## src/rtl/steamer_sram_responder.sv

```systemverilog
// STEAMER16 bus responder driving an external asynchronous 16-bit SRAM.
// Optional write protection above ROM_BASE: compile with STEAMER_SRAM_ROMPROT_EN.
//
// state  | meaning
// IDLE   | waiting for a request; the only state that samples bus inputs
// SETUP  | chip enable, address and byte lanes asserted one cycle before the strobe
// STROBE | oe_n or we_n low for WAIT_STATES cycles
// HOLD   | strobe released, CE and write data held; ack returned if cyc_i is still high
module steamer_sram_responder #(
  parameter int unsigned WAIT_STATES = 2,
  parameter logic [14:0] ROM_BASE    = 15'h7C00
) (
  input  logic        clk_i,
  input  logic        res_ni,
  input  logic [14:0] adr_i,
  input  logic        we_i,
  input  logic        cyc_i,
  input  logic [1:0]  stb_i,
  input  logic [15:0] dat_i,
  output logic [15:0] dat_o,
  output logic        ack_o,
  output logic [14:0] sram_adr_o,
  input  logic [15:0] sram_dq_i,
  output logic [15:0] sram_dq_o,
  output logic        sram_dq_oe_o,
  output logic        sram_ce_n_o,
  output logic        sram_oe_n_o,
  output logic        sram_we_n_o,
  output logic        sram_ub_n_o,
  output logic        sram_lb_n_o
);

  localparam logic [3:0] WS_CNT = WAIT_STATES[3:0];

  typedef enum logic [1:0] {IDLE, SETUP, STROBE, HOLD} state_t;

  state_t      state_q, state_d;
  logic [3:0]  cnt_q, cnt_d;
  logic [14:0] adr_q;
  logic        we_q;
  logic [1:0]  stb_q;
  logic [15:0] wdat_q;
  logic        null_q;
  logic [15:0] rdat_q;
  logic        capture;
  logic        active;
  logic        wr_prot;
  logic        wr_ok;

`ifdef STEAMER_SRAM_ROMPROT_EN
  assign wr_prot = (adr_q >= ROM_BASE);
`else
  logic rom_base_unused;
  assign rom_base_unused = ^ROM_BASE;
  assign wr_prot = 1'b0;
`endif

  always_ff @(posedge clk_i or negedge res_ni) begin
    if (!res_ni) begin
      state_q <= IDLE;
      cnt_q   <= '0;
    end else begin
      state_q <= state_d;
      cnt_q   <= cnt_d;
    end
  end

  always_comb begin
    state_d = state_q;
    cnt_d   = cnt_q;
    capture = 1'b0;
    case (state_q)
      IDLE: begin
        if (cyc_i) state_d = (stb_i == 2'b00) ? HOLD : SETUP;
      end
      SETUP: begin
        cnt_d   = WS_CNT;
        state_d = STROBE;
      end
      STROBE: begin
        cnt_d = cnt_q - 4'd1;
        if (cnt_q == 4'd1) begin
          capture = ~we_q;
          state_d = HOLD;
        end
      end
      HOLD: begin
        state_d = IDLE;
      end
      default: state_d = IDLE;
    endcase
  end

  // Request registers load only in IDLE so mid-access bus changes are ignored.
  always_ff @(posedge clk_i or negedge res_ni) begin
    if (!res_ni) begin
      adr_q  <= '0;
      we_q   <= 1'b0;
      stb_q  <= 2'b00;
      wdat_q <= '0;
      null_q <= 1'b0;
    end else if (state_q == IDLE && cyc_i) begin
      null_q <= (stb_i == 2'b00);
      if (stb_i != 2'b00) begin
        adr_q  <= adr_i;
        we_q   <= we_i;
        stb_q  <= stb_i;
        wdat_q <= dat_i;
      end
    end
  end

  always_ff @(posedge clk_i or negedge res_ni) begin
    if (!res_ni) rdat_q <= '0;
    else if (capture) rdat_q <= sram_dq_i;
  end

  // A null request passes through HOLD without touching the SRAM.
  assign active = (state_q == SETUP) || (state_q == STROBE) ||
                  ((state_q == HOLD) && !null_q);
  assign wr_ok  = we_q && !wr_prot;

  assign sram_adr_o   = adr_q;
  assign sram_dq_o    = wdat_q;
  assign sram_ce_n_o  = ~active;
  assign sram_ub_n_o  = ~(active && stb_q[1]);
  assign sram_lb_n_o  = ~(active && stb_q[0]);
  assign sram_oe_n_o  = ~((state_q == STROBE) && !we_q);
  assign sram_we_n_o  = ~((state_q == STROBE) && wr_ok);
  assign sram_dq_oe_o = active && wr_ok;
  assign ack_o        = (state_q == HOLD) && cyc_i;
  assign dat_o        = rdat_q;

endmodule

```

## config.mk

```make
export PLATFORM = sky130hd
export DESIGN_NAME = steamer_sram_responder
export DESIGN_NICKNAME = d
export VERILOG_FILES = /design/src/rtl/steamer_sram_responder.sv
export SDC_FILE = /design/constraint.sdc
export NUM_CORES = 1
export LEC_CHECK = 0
export CAP_MARGIN = 40
export CORE_ASPECT_RATIO = 0.6
export CORE_MARGIN = 5
export CORE_UTILIZATION = 46
export DETAILED_ROUTE_END_ITERATION = 10
export GPL_ROUTABILITY_DRIVEN = 0
export PLACE_DENSITY = 0.86
export SLEW_MARGIN = 20
export SYNTH_ARGS = -nofsm -noshare
export SYNTH_HDL_FRONTEND = slang
export SYNTH_SLANG_ARGS = --single-unit
```

## constraint.sdc

```tcl
create_clock -name clk_i -period 3.16 [get_ports clk_i]
set_clock_uncertainty 0.1 [all_clocks]
set_input_delay 0.632 -clock clk_i [delete_from_list [all_inputs] [get_ports clk_i]]
set_output_delay 0.632 -clock clk_i [all_outputs]
set_load 0.005 [all_outputs]
```

==> impl_metrics.toml, run 1 <==
[worst_setup_path]
cp.arrival_ns = 2.01
cpPeakStageDelay_ns = 0.43
cp_slowest_cell = "clkdlybuf4s50_1"
timing.rr.start = "state_q[0]$_DFFE_PN0P_"
crit_start = "state_q[0]$_DFFE_PN0P_"
cp_max_fo = 8
critPathCaptureType = "primary output"
crit_path_cell_trace = "inv_1 -> ha_1 -> a21o_1 -> and2_1 -> clkdlybuf4s50_1"
path_class = "reg -> out"
cp-start-kind = "register"
required_ns = 2.43

[sta]
finalHoldViolCount = 0
min_period_over_period = 0.868
fin_setup_tns_ns = 0
tightest_slew_ns = 0.697
fmax_mhz = 365
rsz0062_at_grt = "false"
maxSlewHeadroom = 0.535
finalSetupViolations = 0
drv_slew = 0
fin_crit_ns = 2.74

[run]
drv_cap = 0

[logic_synthesis]
synth_seq_cells = 57
netlist_area_um2 = 2540
avgSynthCellArea_um2 = 16.0
synth_area_leader_cell = "dfrtp_1"
ys.flop_type = "dfrtp_1"
yosysTopAreaCellShare = 0.562
synth_fp_nets = 218
netlist_instances = 159
ys_warn_count = 0
synth_area_leaders = "dfrtp_1 56%, mux2_4 23%, mux2_2 4.0%"
ys_seq_area_frac = 0.562
synth_edf_count = 0
yosysUniqueCellTypes = 27
synthArstFlopShare = 1.00

[die]
num_rows = 20
die_h_um = 67.5
core-area_um2 = 5200
die_w_um = 106
dieArea_um2 = 7150
start_util = 0.488
io-pin-count = 107

[grt]
grt_max_degree = 58
grt_overflow = 0
grt_pass1_wl_um = 9290
grt_pass1_vias = 1833
antenna_found_initial = 0
track_usage = 0.176

[cells_and_area]
final_common_cell = "clkdlybuf4s50_1"
area_growth_pct = 50.4
drive_above_1_share = 0.265
final_cell_mix = "105 x clkdlybuf4s50_1, 57 x dfrtp_1, 39 x mux2_4"
antenna_cells = 0
num-nets-final = 333
utilization = 0.734

[cts]
postCtsSetupBuffers = 0
cts_resized = 0
root_buffer = "clkbuf_8"
cts_sinks = 57
cts.clk_slew.worst_paths_ns = 0.07
tritoncts = "done"
ctsLongestPathBuffers = 2
cts_hold_buf = 0
insertion_delay_ns = 0.32
cts_made_buffers = 9
htreeDepth = 3

[placed_design]
dp_hpwl_um = 4280
port-buffer-count = 106

[routing]
num_vias = 1660
post_drt_via_cell_ratio = 4.81
ant_nets = 0
drc = 0
wl_per_cell_um = 16.7
dr.first_iter.drc_count = 48
dr.pass1.iters = 4
routed_wl_um = 5750

[power]
power_density_nw_per_um2 = 951
leakagePower_nw = 1.81
irDropWorstVdd_mv = 0.471
p_total_mw = 3.63

[worst_hold_path]
hp-class = "in -> async"

[run_status]
outcome = "complete, no violations"
[cells in the mapped netlist, types with 2 or more instances]
library cell,number
mux2_2,9
mux2_4,39
o21ai_0,2
inv_1,7
ha_1,6
nor2_1,3
mux2i_1,3
buf_6,2
nand2_1,9
nand3_1,2
buf_12,4
dfrtp_1,57
a21o_1,2
[per-layer routing]
layer / share of wire / track usage / wire (um)
met5: 0 / 0 / 0
met4: 0.015 / 0.0824 / 84
met3: 0.12 / 0.0984 / 697
met2: 0.41 / 0.256 / 2350
met1: 0.46 / 0.216 / 2620
[per-stage QoR]
step	area [um2]	cells	worst slack (ns)	hold WS, ns
global placement	3600	328	0.599	0.388
global route	3820	345	0.277	0.387
CTS	3820	345	0.386	0.356
finish	3820	345	0.417	0.331
floorplan	2540	159	1.30	0.236
detailed placement	3610	329	0.578	0.393
[critical path, delay by kind of cell, from the launching register on]
family	cells	cell delay [ns]
buf+inv	2	0.52
fa+ha+maj	1	0.41
flops	1	0.37
compound gates	1	0.23
simple gates	1	0.16
[area by class of cell]
class	instances	area [um2]
clock inverters	6	82.6
fillers	362	1390
multi-input cells	89	983
repair buffers	110	1090
clock buffers	10	128
inverters	7	26.3
flip-flops and latches	57	1430
well taps	66	82.6
[flip-flops by register name (all words and copies together), names as in the netlist]
signal	cells
we_q	1
sram_adr_o	15
sram_dq_o	16
cnt_q	4
dat_o	16
state_q	2
null_q	1
stb_q	2
[final timing paths]
| kind | cells past startpoint | slack [ns] | to |
|---|---|---|---|
| max reg2reg | 6 | 1.08 | dat_o[10]$_DFFE_PN0P_ |
| min in group clk_i | 1 | 0.40 | dat_o[9]$_DFFE_PN0P_ |
| max | 5 | 0.42 | sram_dq_oe_o |
| max in group asynchronous | 2 | 2.16 | sram_dq_o[9]$_DFFE_PN0P_ |
| min | 2 | 0.33 | dat_o[6]$_DFFE_PN0P_ |
| min reg2reg | 1 | 0.40 | dat_o[9]$_DFFE_PN0P_ |
[cell families (layout without fill, tap and decap cells)]
group,Yosys count,in the layout,share of synthesized area
AO/OA/AOI/OAI,9,9,0.0266
multiplexers,51,51,0.282
AND/OR/NAND/NOR,23,23,0.0488
buffers and inverters,13,133,0.0508
adder cells (fa/ha/maj),6,6,0.0296
flip-flops,57,57,0.562
[power by group]
part	internal [mW]	leakage (nW)	switching, mW	total (mW)
clock	0.440	0.106	0.280	0.720
combinational	1.13	1.03	0.505	1.64
sequential	1.07	0.675	0.202	1.27
Note: power is estimated with default switching activity, not from simulation.
==> inputs of run 2 (changes only) <==
--- a/config.mk
+++ b/config.mk
@@ -9,6 +9,7 @@
 export CORE_ASPECT_RATIO = 0.6
 export CORE_MARGIN = 5
 export CORE_UTILIZATION = 46
+export CTS_BUF_LIST = sky130_fd_sc_hd__clkbuf_16
 export DETAILED_ROUTE_END_ITERATION = 10
 export GPL_ROUTABILITY_DRIVEN = 0
 export PLACE_DENSITY = 0.86
==> run 2 against run 1 <==
Compared with the run above:
- highest routed layer unchanged
- sequential cell count did not move
- clock power grew 39%
- largest cell class unchanged
- non-clock buffer count unchanged
- final cell count unchanged
- routed wire length up 1.4%
==> impl_metrics.toml, run 2 (synthesis results as in run 1) <==
[run_status]
outcome = "complete, no violations"

[cells_and_area]
area_growth_pct = 54.4
utilization = 0.753
drive_above_1_share = 0.265
fill_cells = 348
num-nets-final = 333
ff_latch_area_um2 = 1430
final_common_cell = "clkdlybuf4s50_1"
antenna_cells = 0
final_cell_mix = "105 x clkdlybuf4s50_1, 57 x dfrtp_1, 39 x mux2_4"
multiInputGateArea_um2 = 983

[sta]
fmax_mhz = 368
rsz0062_at_grt = "false"
fin_crit_ns = 2.72
maxSlewHeadroom = 0.529
tightest_slew_ns = 0.707
finalSetupViolations = 0
min_period_over_period = 0.859
finalHoldViolCount = 0
drv_slew = 0
fin_setup_tns_ns = 0

[routing]
dr.first_iter.drc_count = 53
routed_wl_um = 5830
ant_nets = 0
post_drt_via_cell_ratio = 4.77
drc = 0
num_vias = 1645
dr.pass1.iters = 4
wl_per_cell_um = 16.9

[worst_setup_path]
critPathCaptureType = "primary output"
path_class = "reg -> out"
cp_max_fo = 8
cp-start-kind = "register"
required_ns = 2.43
worst-path-buf-inv = 2
cp.arrival_ns = 1.98
cpPeakStageDelay_ns = 0.43
crit_path_cell_trace = "inv_1 -> ha_1 -> a21o_1 -> and2_1 -> clkdlybuf4s50_1"
cp_top_family = "buffers and inverters"
cp_slowest_cell = "clkdlybuf4s50_1"

[power]
irDropWorstVdd_mv = 0.472
leakagePower_nw = 1.87
p_total_mw = 3.92
power_density_nw_per_um2 = 999

[die]
start_util = 0.488
die_h_um = 67.5
die_w_um = 106
core-area_um2 = 5200
io-pin-count = 107
num_rows = 20
dieArea_um2 = 7150

[cts]
insertion_delay_ns = 0.32
cts_sinks = 57
cts_resized = 0
postCtsSetupBuffers = 0
ctsLongestPathBuffers = 2
cts_made_buffers = 9
cts.clk_slew.worst_paths_ns = 0.05
root_buffer = "clkbuf_16"
tritoncts = "done"
htreeDepth = 3
cts_hold_buf = 0

[grt]
grt_overflow = 0
grt_pass1_vias = 1825
grt_pass1_wl_um = 9360
antenna_found_initial = 0
grt_max_degree = 58
track_usage = 0.176

[placed_design]
port-buffer-count = 106
dp_hpwl_um = 4280

[run]
drv_cap = 0

[worst_hold_path]
hp-class = "in -> async"
## run 2: cell types whose count changed in the layout (fill, tap and decap cells not counted), sizes merged
| cell | before | now |
|---|---|---|
| clkbuf | 10 | 9 |
| inv | 7 | 8 |
## run 2: path summary, 6_finish.rpt
kind	startpoint	to	slack [ns]	cells past startpoint
min reg2reg	dat_o[9]$_DFFE_PN0P_	dat_o[9]$_DFFE_PN0P_	0.40	1
max reg2reg	state_q[0]$_DFFE_PN0P_	dat_o[10]$_DFFE_PN0P_	1.07	6
max	state_q[0]$_DFFE_PN0P_	sram_dq_oe_o	0.44	5
min in group clk_i	dat_o[9]$_DFFE_PN0P_	dat_o[9]$_DFFE_PN0P_	0.40	1
max in group asynchronous	res_ni	sram_dq_o[9]$_DFFE_PN0P_	2.14	2
min	res_ni	dat_o[6]$_DFFE_PN0P_	0.35	2
## run 2: area by class of cell
cell class / count / area share
well taps: 66 / 0.0211
flip-flops and latches: 57 / 0.364
clock inverters: 7 / 0.0220
clock buffers: 9 / 0.0575
repair buffers: 110 / 0.278
inverters: 7 / 0.00670
multi-input cells: 89 / 0.251
## run 2: metrics by stage
stage	area (um2)	cells	hold WS, ns	setup slack [ns]
6_report	3920	345	0.346	0.445
5_1_grt	3920	345	0.413	0.324
4_1_cts	3920	345	0.382	0.425
3_5_place_dp	3610	329	0.393	0.578
3_3_place_gp	3600	328	0.388	0.599
2_1_floorplan	2540	159	0.236	1.30
## run 2: worst register-to-register path, stage by stage (launching register included)
cell and delay, ns:
dfrtp_1 0.36, inv_1 0.09, ha_1 0.28, nand2b_2 0.11, nand2b_1 0.45, buf_6 0.24, mux2_2 0.35
## run 2: layer usage
| metal | GRT usage | wire, um | vias up |
|---|---|---|---|
| met5 | 0 | 0 | - |
| met4 | 0.0582 | 66 | 0 |
| met3 | 0.101 | 690 | 7 |
| met2 | 0.263 | 2390 | 84 |
| met1 | 0.215 | 2690 | 779 |
| li1 | - | - | 775 |
## run 2: report_power, final
group	internal, mW	switching [mW]
Clock	0.681	0.318
Sequential	1.07	0.206
Combinational	1.13	0.506
